**config.mk**
```make
export PLATFORM = sky130hd
export DESIGN_NAME = dvi_cfg_ctrl
export DESIGN_NICKNAME = d
export VERILOG_FILES = /design/src/rtl/dvi_cfg_ctrl_pkg.sv /design/src/rtl/dvi_cfg_rom.sv /design/src/rtl/dvi_cfg_ctrl.sv
export SDC_FILE = /design/constraint.sdc
export NUM_CORES = 1
export LEC_CHECK = 0
export CAP_MARGIN = 0
export CORE_MARGIN = 8
export CORE_UTILIZATION = 62
export DETAILED_ROUTE_END_ITERATION = 7
export PLACE_DENSITY = 0.85
export SLEW_MARGIN = 20
export SYNTH_ARGS = -nofsm -noshare
export SYNTH_HDL_FRONTEND = slang
export SYNTH_HIERARCHICAL = 1
export SYNTH_SLANG_ARGS = --single-unit
```
**constraint.sdc**
```tcl
create_clock -name Clk -period 6.2 [get_ports Clk]
set_input_delay 1.24 -clock Clk [delete_from_list [all_inputs] [get_ports Clk]]
set_output_delay 1.24 -clock Clk [all_outputs]
set_load 0.005 [all_outputs]
```
**src/rtl/dvi_cfg_ctrl_pkg.sv**
```systemverilog
// dvi_cfg_ctrl shared definitions
// States, register table constants and widths
package dvi_cfg_ctrl_pkg;

  typedef enum logic [2:0] {
    PWRUP,
    ISSUE,
    WAIT_XFER,
    GAP,
    READY
  } state_t;

  localparam int TABLE_LEN = 5;
  localparam int IDX_W     = 3;
  localparam int TMR_W     = 24;

  localparam logic [IDX_W-1:0] LAST_IDX = IDX_W'(TABLE_LEN - 1);

  localparam logic [7:0] ADDR_0 = 8'h49;
  localparam logic [7:0] ADDR_1 = 8'h21;
  localparam logic [7:0] ADDR_2 = 8'h33;
  localparam logic [7:0] ADDR_3 = 8'h34;
  localparam logic [7:0] ADDR_4 = 8'h36;

  localparam logic [7:0] DATA_0   = 8'hC0;
  localparam logic [7:0] DATA_1   = 8'h09;
  localparam logic [7:0] DATA_2_A = 8'h06;
  localparam logic [7:0] DATA_2_B = 8'h08;
  localparam logic [7:0] DATA_3_A = 8'h26;
  localparam logic [7:0] DATA_3_B = 8'h16;
  localparam logic [7:0] DATA_4_A = 8'hA0;
  localparam logic [7:0] DATA_4_B = 8'h60;

endpackage

```
**src/rtl/dvi_cfg_rom.sv**
```systemverilog
// dvi_cfg_rom: register table lookup
// Maps table index and mode to an address/data pair
module dvi_cfg_rom
  import dvi_cfg_ctrl_pkg::*;
(
  input  logic [IDX_W-1:0] idx,
  input  logic             mode,
  output logic [7:0]       addr,
  output logic [7:0]       data
);

  // pure combinational table, mode 1 selects the B column
  always_comb begin
    addr = 8'h00;
    data = 8'h00;
    case (idx)
      3'd0: begin
        addr = ADDR_0;
        data = DATA_0;
      end
      3'd1: begin
        addr = ADDR_1;
        data = DATA_1;
      end
      3'd2: begin
        addr = ADDR_2;
        data = mode ? DATA_2_B : DATA_2_A;
      end
      3'd3: begin
        addr = ADDR_3;
        data = mode ? DATA_3_B : DATA_3_A;
      end
      3'd4: begin
        addr = ADDR_4;
        data = mode ? DATA_4_B : DATA_4_A;
      end
      default: begin
        addr = 8'h00;
        data = 8'h00;
      end
    endcase
  end

endmodule

```
**src/rtl/dvi_cfg_ctrl.sv**
```systemverilog
// dvi_cfg_ctrl: DVI transmitter configuration sequencer
// Pushes the register table through the I2C write engine
module dvi_cfg_ctrl
  import dvi_cfg_ctrl_pkg::*;
#(
  parameter int   CLK_RATE_MHZ   = 25,
  parameter int   POWERUP_CYCLES = CLK_RATE_MHZ * 1000,
  parameter int   GAP_CYCLES     = CLK_RATE_MHZ * 30,
  parameter int   TIMEOUT_CYCLES = CLK_RATE_MHZ * 4000,
  parameter logic DEFAULT_MODE   = 1'b1
) (
  input  logic       Clk,
  input  logic       Reset,
  input  logic       mode_sel,
  input  logic       mode_req,
  output logic       wr_req,
  output logic [7:0] wr_addr,
  output logic [7:0] wr_data,
  input  logic       wr_busy,
  input  logic       wr_done,
  output logic       Done,
  output logic       busy,
  output logic       cfg_mode,
  output logic       err
);

  localparam logic [TMR_W-1:0] PWR_TC = TMR_W'(POWERUP_CYCLES - 1);
  localparam logic [TMR_W-1:0] GAP_TC = TMR_W'(GAP_CYCLES - 1);
  localparam logic [TMR_W-1:0] TMO_TC = TMR_W'(TIMEOUT_CYCLES - 1);

  state_t           state;
  state_t           state_n;
  logic [TMR_W-1:0] tmr;
  logic             tmr_clr;
  logic [IDX_W-1:0] idx;
  logic [IDX_W-1:0] idx_n;
  logic             seq_mode;
  logic             seq_n;
  logic             pend;
  logic             pend_n;
  logic             pend_mode;
  logic             pmode_n;
  logic             cfg_n;
  logic             err_n;
  logic [7:0]       rom_addr;
  logic [7:0]       rom_data;

  dvi_cfg_rom u_rom (
    .idx  (idx),
    .mode (seq_mode),
    .addr (rom_addr),
    .data (rom_data)
  );

  // next state, table index, pending request and sticky error
  always_comb begin
    state_n = state;
    idx_n   = idx;
    seq_n   = seq_mode;
    pend_n  = pend;
    pmode_n = pend_mode;
    cfg_n   = cfg_mode;
    err_n   = err;
    if (mode_req && state != READY) begin
      pend_n  = 1'b1;
      pmode_n = mode_sel;
    end
    unique case (state)
      PWRUP: begin
        if (tmr == PWR_TC) begin
          state_n = ISSUE;
          idx_n   = '0;
          seq_n   = DEFAULT_MODE;
        end
      end
      ISSUE: begin
        if (wr_busy) begin
          state_n = WAIT_XFER;
        end else if (tmr == TMO_TC) begin
          err_n   = 1'b1;
          state_n = GAP;
        end
      end
      WAIT_XFER: begin
        if (wr_done) begin
          state_n = GAP;
        end else if (tmr == TMO_TC) begin
          err_n   = 1'b1;
          state_n = GAP;
        end
      end
      GAP: begin
        if (tmr == GAP_TC) begin
          if (idx == LAST_IDX) begin
            cfg_n = seq_mode;
            if (pend_n) begin
              state_n = ISSUE;
              idx_n   = '0;
              seq_n   = pmode_n;
              pend_n  = 1'b0;
            end else begin
              state_n = READY;
            end
          end else begin
            state_n = ISSUE;
            idx_n   = idx + 1'b1;
          end
        end
      end
      READY: begin
        if (mode_req) begin
          state_n = ISSUE;
          idx_n   = '0;
          seq_n   = mode_sel;
        end
      end
      default: state_n = PWRUP;
    endcase
  end

  // timer restarts on each state change, but keeps running ISSUE->WAIT_XFER
  always_comb begin
    tmr_clr = 1'b0;
    if (state_n != state) begin
      tmr_clr = !(state == ISSUE && state_n == WAIT_XFER);
    end
  end

  // state, timer and sequence bookkeeping registers
  always_ff @(posedge Clk or posedge Reset) begin
    if (Reset) begin
      state     <= PWRUP;
      tmr       <= '0;
      idx       <= '0;
      seq_mode  <= DEFAULT_MODE;
      pend      <= 1'b0;
      pend_mode <= 1'b0;
    end else begin
      state     <= state_n;
      idx       <= idx_n;
      seq_mode  <= seq_n;
      pend      <= pend_n;
      pend_mode <= pmode_n;
      if (tmr_clr || state == READY) begin
        tmr <= '0;
      end else begin
        tmr <= tmr + 1'b1;
      end
    end
  end

  // registered outputs toward the engine and the mode logic
  always_ff @(posedge Clk or posedge Reset) begin
    if (Reset) begin
      wr_req   <= 1'b0;
      wr_addr  <= 8'h00;
      wr_data  <= 8'h00;
      Done     <= 1'b0;
      busy     <= 1'b1;
      cfg_mode <= DEFAULT_MODE;
      err      <= 1'b0;
    end else begin
      wr_req <= (state == ISSUE) && (state_n == ISSUE);
      if (state == ISSUE) begin
        wr_addr <= rom_addr;
        wr_data <= rom_data;
      end
      Done     <= (state_n == READY);
      busy     <= (state_n != READY);
      cfg_mode <= cfg_n;
      err      <= err_n;
    end
  end

endmodule

```
== After elaboration in Yosys (flattened, before gate mapping) ==
Cells that the tools add are included.
Operators by class
  $add $sub $neg: 2
  equal/unequal tests: 25
  multiplexer cells: 37
  reductions and logical operators: 13
Operators by type and width (count)
  $pmux W8 S5: 1
  $mux W3: 13
  $pmux W7 S5: 1
  $add A24 B1 Y24 const B: 1
  $eq A24 B10 Y1 const B: 1
  $eq A24 B15 Y1 const B: 1
  $eq A24 B17 Y1 const B: 1
  $mux W24: 1
  $eq A3 B2 Y1 const B: 5
  $pmux W3 S5: 1
  $mux W1: 14
  $ne A2 B2 Y1 const B: 7
  $eq A3 B1 Y1 const B: 3
  $eq A3 B3 Y1 const B: 3
  $ne A3 B3 Y1 const B: 3
  $pmux W3 S3: 1
  $mux W8: 1
  $logic_not A3 Y1: 2
  $mux W6: 1
  $reduce_and A3 Y1: 2
  $reduce_and A6 Y1: 1
  $reduce_and A5 Y1: 1
  $mux W4: 1
  $add A3 B1 Y3 const B: 1
  8 further kinds: 10
Storage, ports and cells
  register bits: 54
  bits of input ports: 6
  output and inout port bits: 21
  word-level logic and storage cells: 90

== Longest topological paths before layout ==
  word-level depth: 13
  gate-level depth with buffers: 8
  mapped depth without buffers: 7

== Cells and area by module ==
Netlist, hierarchy kept.
Modules (own cells, without submodules)
  dvi_cfg_ctrl: instances 1, cells an instance 259, area an instance 2741.4 sq um
  dvi_cfg_rom: instances 1, cells an instance 26, area an instance 176.4 sq um

== Worst setup path before layout ==
No wires, ideal clock.
  path kind: input port to flip-flop
  from: input port mode_req
  to: register state[0]
  data arrival time: 2.155 ns
  data required time: 6.047 ns
  setup slack: 3.892 ns
  stages on the path: 5
  path buffers: 1
  cell sequence: clkbuf_1 a21oi_1 nand3_1 a21oi_1 o221ai_1
Between the ends
  word-level cells in the longest chain between the ends: 6
RTL lines
  from (decl): RTL line dvi_cfg_ctrl.sv:15  | input logic mode_req,
  $logic_and A1 B1 Y1: RTL line dvi_cfg_ctrl.sv:64  | if (mode_req && state != READY) begin
  $mux W1: RTL line dvi_cfg_ctrl.sv:64
  $mux W3: RTL line dvi_cfg_ctrl.sv:96  | if (pend_n) begin
  $mux W3: RTL line dvi_cfg_ctrl.sv:94  | if (idx == LAST_IDX) begin
  $mux W3: RTL line dvi_cfg_ctrl.sv:93  | if (tmr == GAP_TC) begin
  $pmux W3 S5 *: RTL line dvi_cfg_ctrl.sv:68  | unique case (state)
  net state_n[0]: RTL line dvi_cfg_ctrl.sv:32  | state_t state_n;
  to (signal assigned): RTL line dvi_cfg_ctrl.sv:139  | state <= state_n;
  to (decl): RTL line dvi_cfg_ctrl.sv:31  | state_t state;
The timed path passes the listed nets; every way through them passes the cells marked *.
A chain may end at the register's enable or synchronous reset.

== Final worst setup path ==
  from: register state[1]
  to: register tmr[3]
Between the ends
  word-level cells in the longest chain between the ends: 13
RTL lines
  $ne A3 B3 Y1: RTL line dvi_cfg_ctrl.sv:64
  $logic_and A1 B1 Y1: RTL line dvi_cfg_ctrl.sv:64
  $mux W1: RTL line dvi_cfg_ctrl.sv:64
  $mux W3: RTL line dvi_cfg_ctrl.sv:96
  $mux W3: RTL line dvi_cfg_ctrl.sv:94
  $mux W3: RTL line dvi_cfg_ctrl.sv:93
  $pmux W3 S5: RTL line dvi_cfg_ctrl.sv:68
  $eq A3 B2 Y1: RTL line dvi_cfg_ctrl.sv:125  | tmr_clr = !(state == ISSUE && state_n == WAIT_XFER);
  $logic_and A1 B1 Y1: RTL line dvi_cfg_ctrl.sv:125
  $logic_not A1 Y1: RTL line dvi_cfg_ctrl.sv:125
  $mux W1: RTL line dvi_cfg_ctrl.sv:124  | if (state_n != state) begin
  $logic_or A1 B1 Y1 *: RTL line dvi_cfg_ctrl.sv:144  | if (tmr_clr || state == READY) begin
  $mux W24 *: RTL line dvi_cfg_ctrl.sv:144
  to (signal assigned): RTL line dvi_cfg_ctrl.sv:147  | tmr <= tmr + 1'b1;
  to (decl): RTL line dvi_cfg_ctrl.sv:33  | logic [TMR_W-1:0] tmr;
Every way passes the cells marked *; elsewhere a longest branch is shown, timed or not.

==> results by group <==
Yosys
  – Synth unique cells: 57
  – Syn nets: slightly below 300
  – Synth area leader: dfrtp_1
  – Synth Warn #: 6
  – Synth Instances: between 200 and 300
  – Synth Area per Inst: between 10 and 15 um2
  – Flops & latches, synth: 54
  – Post-synth EDFFs: 0
  – Seq/Total Area, Yosys: ~46%
  – Mapped Area: between 2000 and 3000 um2
  – Synth top area cells: dfrtp_1, mux2_2, a21oi_1
  – Most used DFF post-synth: dfrtp_1
  – Yosys top cell area share: about 44%
  – Share of flip-flops with an asynchronous set or reset: 100%

Timing
  – RSZ-0062 raised after global routing: false
  – Tcrit/Tclk final: between 40% and 50%
  – Slew HR: 38.7%
  – Fin crit period: 2690 ps
  – Slew Limit Fails: 0
  – Fin Setup TNS: 0 ps
  – Hold Fails Final Rpt: 0
  – Achievable frequency: approximately 370 MHz
  – Final setup viols: 0
  – Least-Margin Pin Slew: just over 900 ps
  – Setup Skew: just under 9 ps

Floorplanning
  – Die width: 84.6 um
  – Core area: between 4000 and 5000 um2
  – # rows: 25
  – Die ar.: 7160 um2
  – IO Pins: 27
  – Die Span Y: ~85 um
  – Starting Density: between 60 and 70%

Clock network
  – Clk root buf: clkbuf_8
  – Max H-tree Level: 2
  – CTS tree: done
  – Reg clk slew, reported paths: ~100 ps
  – Number of post-CTS setup repair buffers: 0
  – Post-CTS Hold Buffers: 0
  – Num CTS Buffers: 5
  – Clock Tree Buf Depth: 2
  – CTS Sinks: between 50 and 60
  – Clk_lat worst skew: 310 ps
  – Post_cts resized: 0

Placed design
  – Post-DP HPWL: 4230 um
  – Count of input and output buffers: 26
  – Post-placement cell area: between 3000 and 4000 um2
  – Placed insts: approximately 350
  – GPL Wtd Cong: between 0.8 and 0.9

Cells and area
  – Fill cell count: roughly 360
  – Finished Layout Cells: between 300 and 400
  – Antenna cell count: 0
  – Share of cells above drive strength 1: a little over an eighth
  – Nets: 312
  – Commonest cells after routing, fill and taps aside: dfrtp_1, a21oi_1, clkdlybuf4s50_1
  – Commonest non-fill, non-tap cell in the layout: dfrtp_1
  – Post-route cell area: between 3000 and 4000 um2
  – Syn-to-layout area delta: 10.9%

Power
  – PD cells: between 200 and 250 nW/um2
  – Peak supply drop: between 0.15 and 0.2 mV
  – Lkg Pwr: ~1.4 nW

Routing
  – Vias post-DR: approximately 2200
  – DRC violations left: 0
  – Per-cell routed wire length: roughly 17 um
  – Post-Route WL: between 6000 and 7000 um
  – Routed Antenna Nets: 0
  – DR pass1 iterations: 4
  – Number of DRC markers in iteration 0: 155
  – Vias per inst: slightly above 6

Global route
  – Total GRT Usage: between 10% and 20%
  – Pin count of the biggest net entering global routing: 55
  – Via count of the first global-routing pass: 2291
  – GRT overflow: 0
  – First-pass GRT wire length: ~11000 um
  – Initial antenna violation count: 0

Critical path
  – CP Launch Type: register
  – Crit-path max FO: 24
  – Crit Path Category: register to register
  – Worst EP required: between 6000 and 7000 ps
  – Critical path data arrival time: approximately 2800 ps
  – CP endpoint kind: register

Min path
  – Worst Hold Class: register to register

Run
  – Max Cap Viol: 0

Run status
  – Status: completed
==> sequential cells by signal, summed over array words and instances, names as in the netlist <==
register	flops
err	1
busy	1
tmr	24
Done	1
pend	1
wr_addr	8
pend_mode	1
seq_mode	1
state	3
wr_data	8
cfg_mode	1
wr_req	1
idx	3
==> through the flow <==
step	hold WS (ps)	power [mW]	setup WS (ps)	util, %
floorplan	451	0.531	3650	-
detailed placement	458	0.569	3310	68.1
finish	469	0.755	3510	69.9
CTS	473	0.761	3540	69.9
global route	487	0.797	3330	69.9
global placement	455	0.564	3410	68.1
==> power by group <==
part | switching [mW] | internal, mW
registers | 0.0291 | 0.374
logic | 0.102 | 0.0596
clock network | 0.113 | 0.0783
total | 0.244 | 0.512
==> metal layers <==
metal	up-vias	global-route usage [%]	share of wire, %
li1	1042	-	-
met1	1079	22.0	43
met2	52	29.3	51
met3	10	4.10	3.9
met4	0	8.58	1.9
met5	-	0	0
==> area by class of cell <==
| class | count | area [um2] | area share [%] |
|---|---|---|---|
| Multi-Input combinational cell | 201 | 1410 | 43.7 |
| Sequential cell | 54 | 1360 | 41.9 |
| Timing Repair Buffer | 27 | 268 | 8.28 |
| Clock buffer | 5 | 68.8 | 2.13 |
| Tap cell | 54 | 67.6 | 2.09 |
| Inverter | 13 | 50.0 | 1.55 |
| Clock inverter | 2 | 13.8 | 0.425 |
==> Yosys cell counts, drive strengths merged, types with 2 or more instances <==
cell / n
a211o: 2
a21o: 4
a21oi: 33
a31oi: 4
a41o: 2
and3: 2
and4: 3
buf: 10
clkbuf: 7
dfrtp: 51
dfstp: 3
ha: 4
inv: 13
mux2: 17
mux2i: 2
nand2: 13
nand2b: 6
nand3: 12
nand4: 5
nor2: 19
nor3: 4
nor3b: 3
nor4: 10
o21ai: 2
o21bai: 2
o31ai: 3
or2: 2
or3: 2
or3b: 2
or4: 3
or4bb: 2
xnor2: 18
xor2: 5
==> final timing paths <==
kind                               start          to  slack [ps]  cells past startpoint
worst max register to register  state[1]      tmr[3]        3510                      5
min in group asynchronous          Reset  wr_addr[7]        1420                      2
worst min register to register  cfg_mode    cfg_mode         470                      2
max in group asynchronous          Reset        Done        4230                      2
worst max-delay path            state[1]      tmr[3]        3510                      5
worst min-delay path            cfg_mode    cfg_mode         470                      2
==> cells by family (layout without fill, tap and decap cells) <==
family,after synthesis,count (layout),share of synthesized area (%)
adders and majority gates,4,4,1.72
buffers and inverters,30,47,5.15
DFF,54,54,46.4
AOI/OAI and AO/OA,60,60,13.0
other,1,1,0.129
xor gates and xnor gates,23,23,6.90
and+or+nand+nor,94,94,19.4
muxes,19,19,7.25
==> worst max-delay path, cell delays in order, from the launching register on <==
cell     delay (ps)
dfrtp_1         510
or4b_2          710
nor4_1          350
a211o_1         220
a21o_1          580
a21oi_1         150
(Power assumes the default switching activity.)
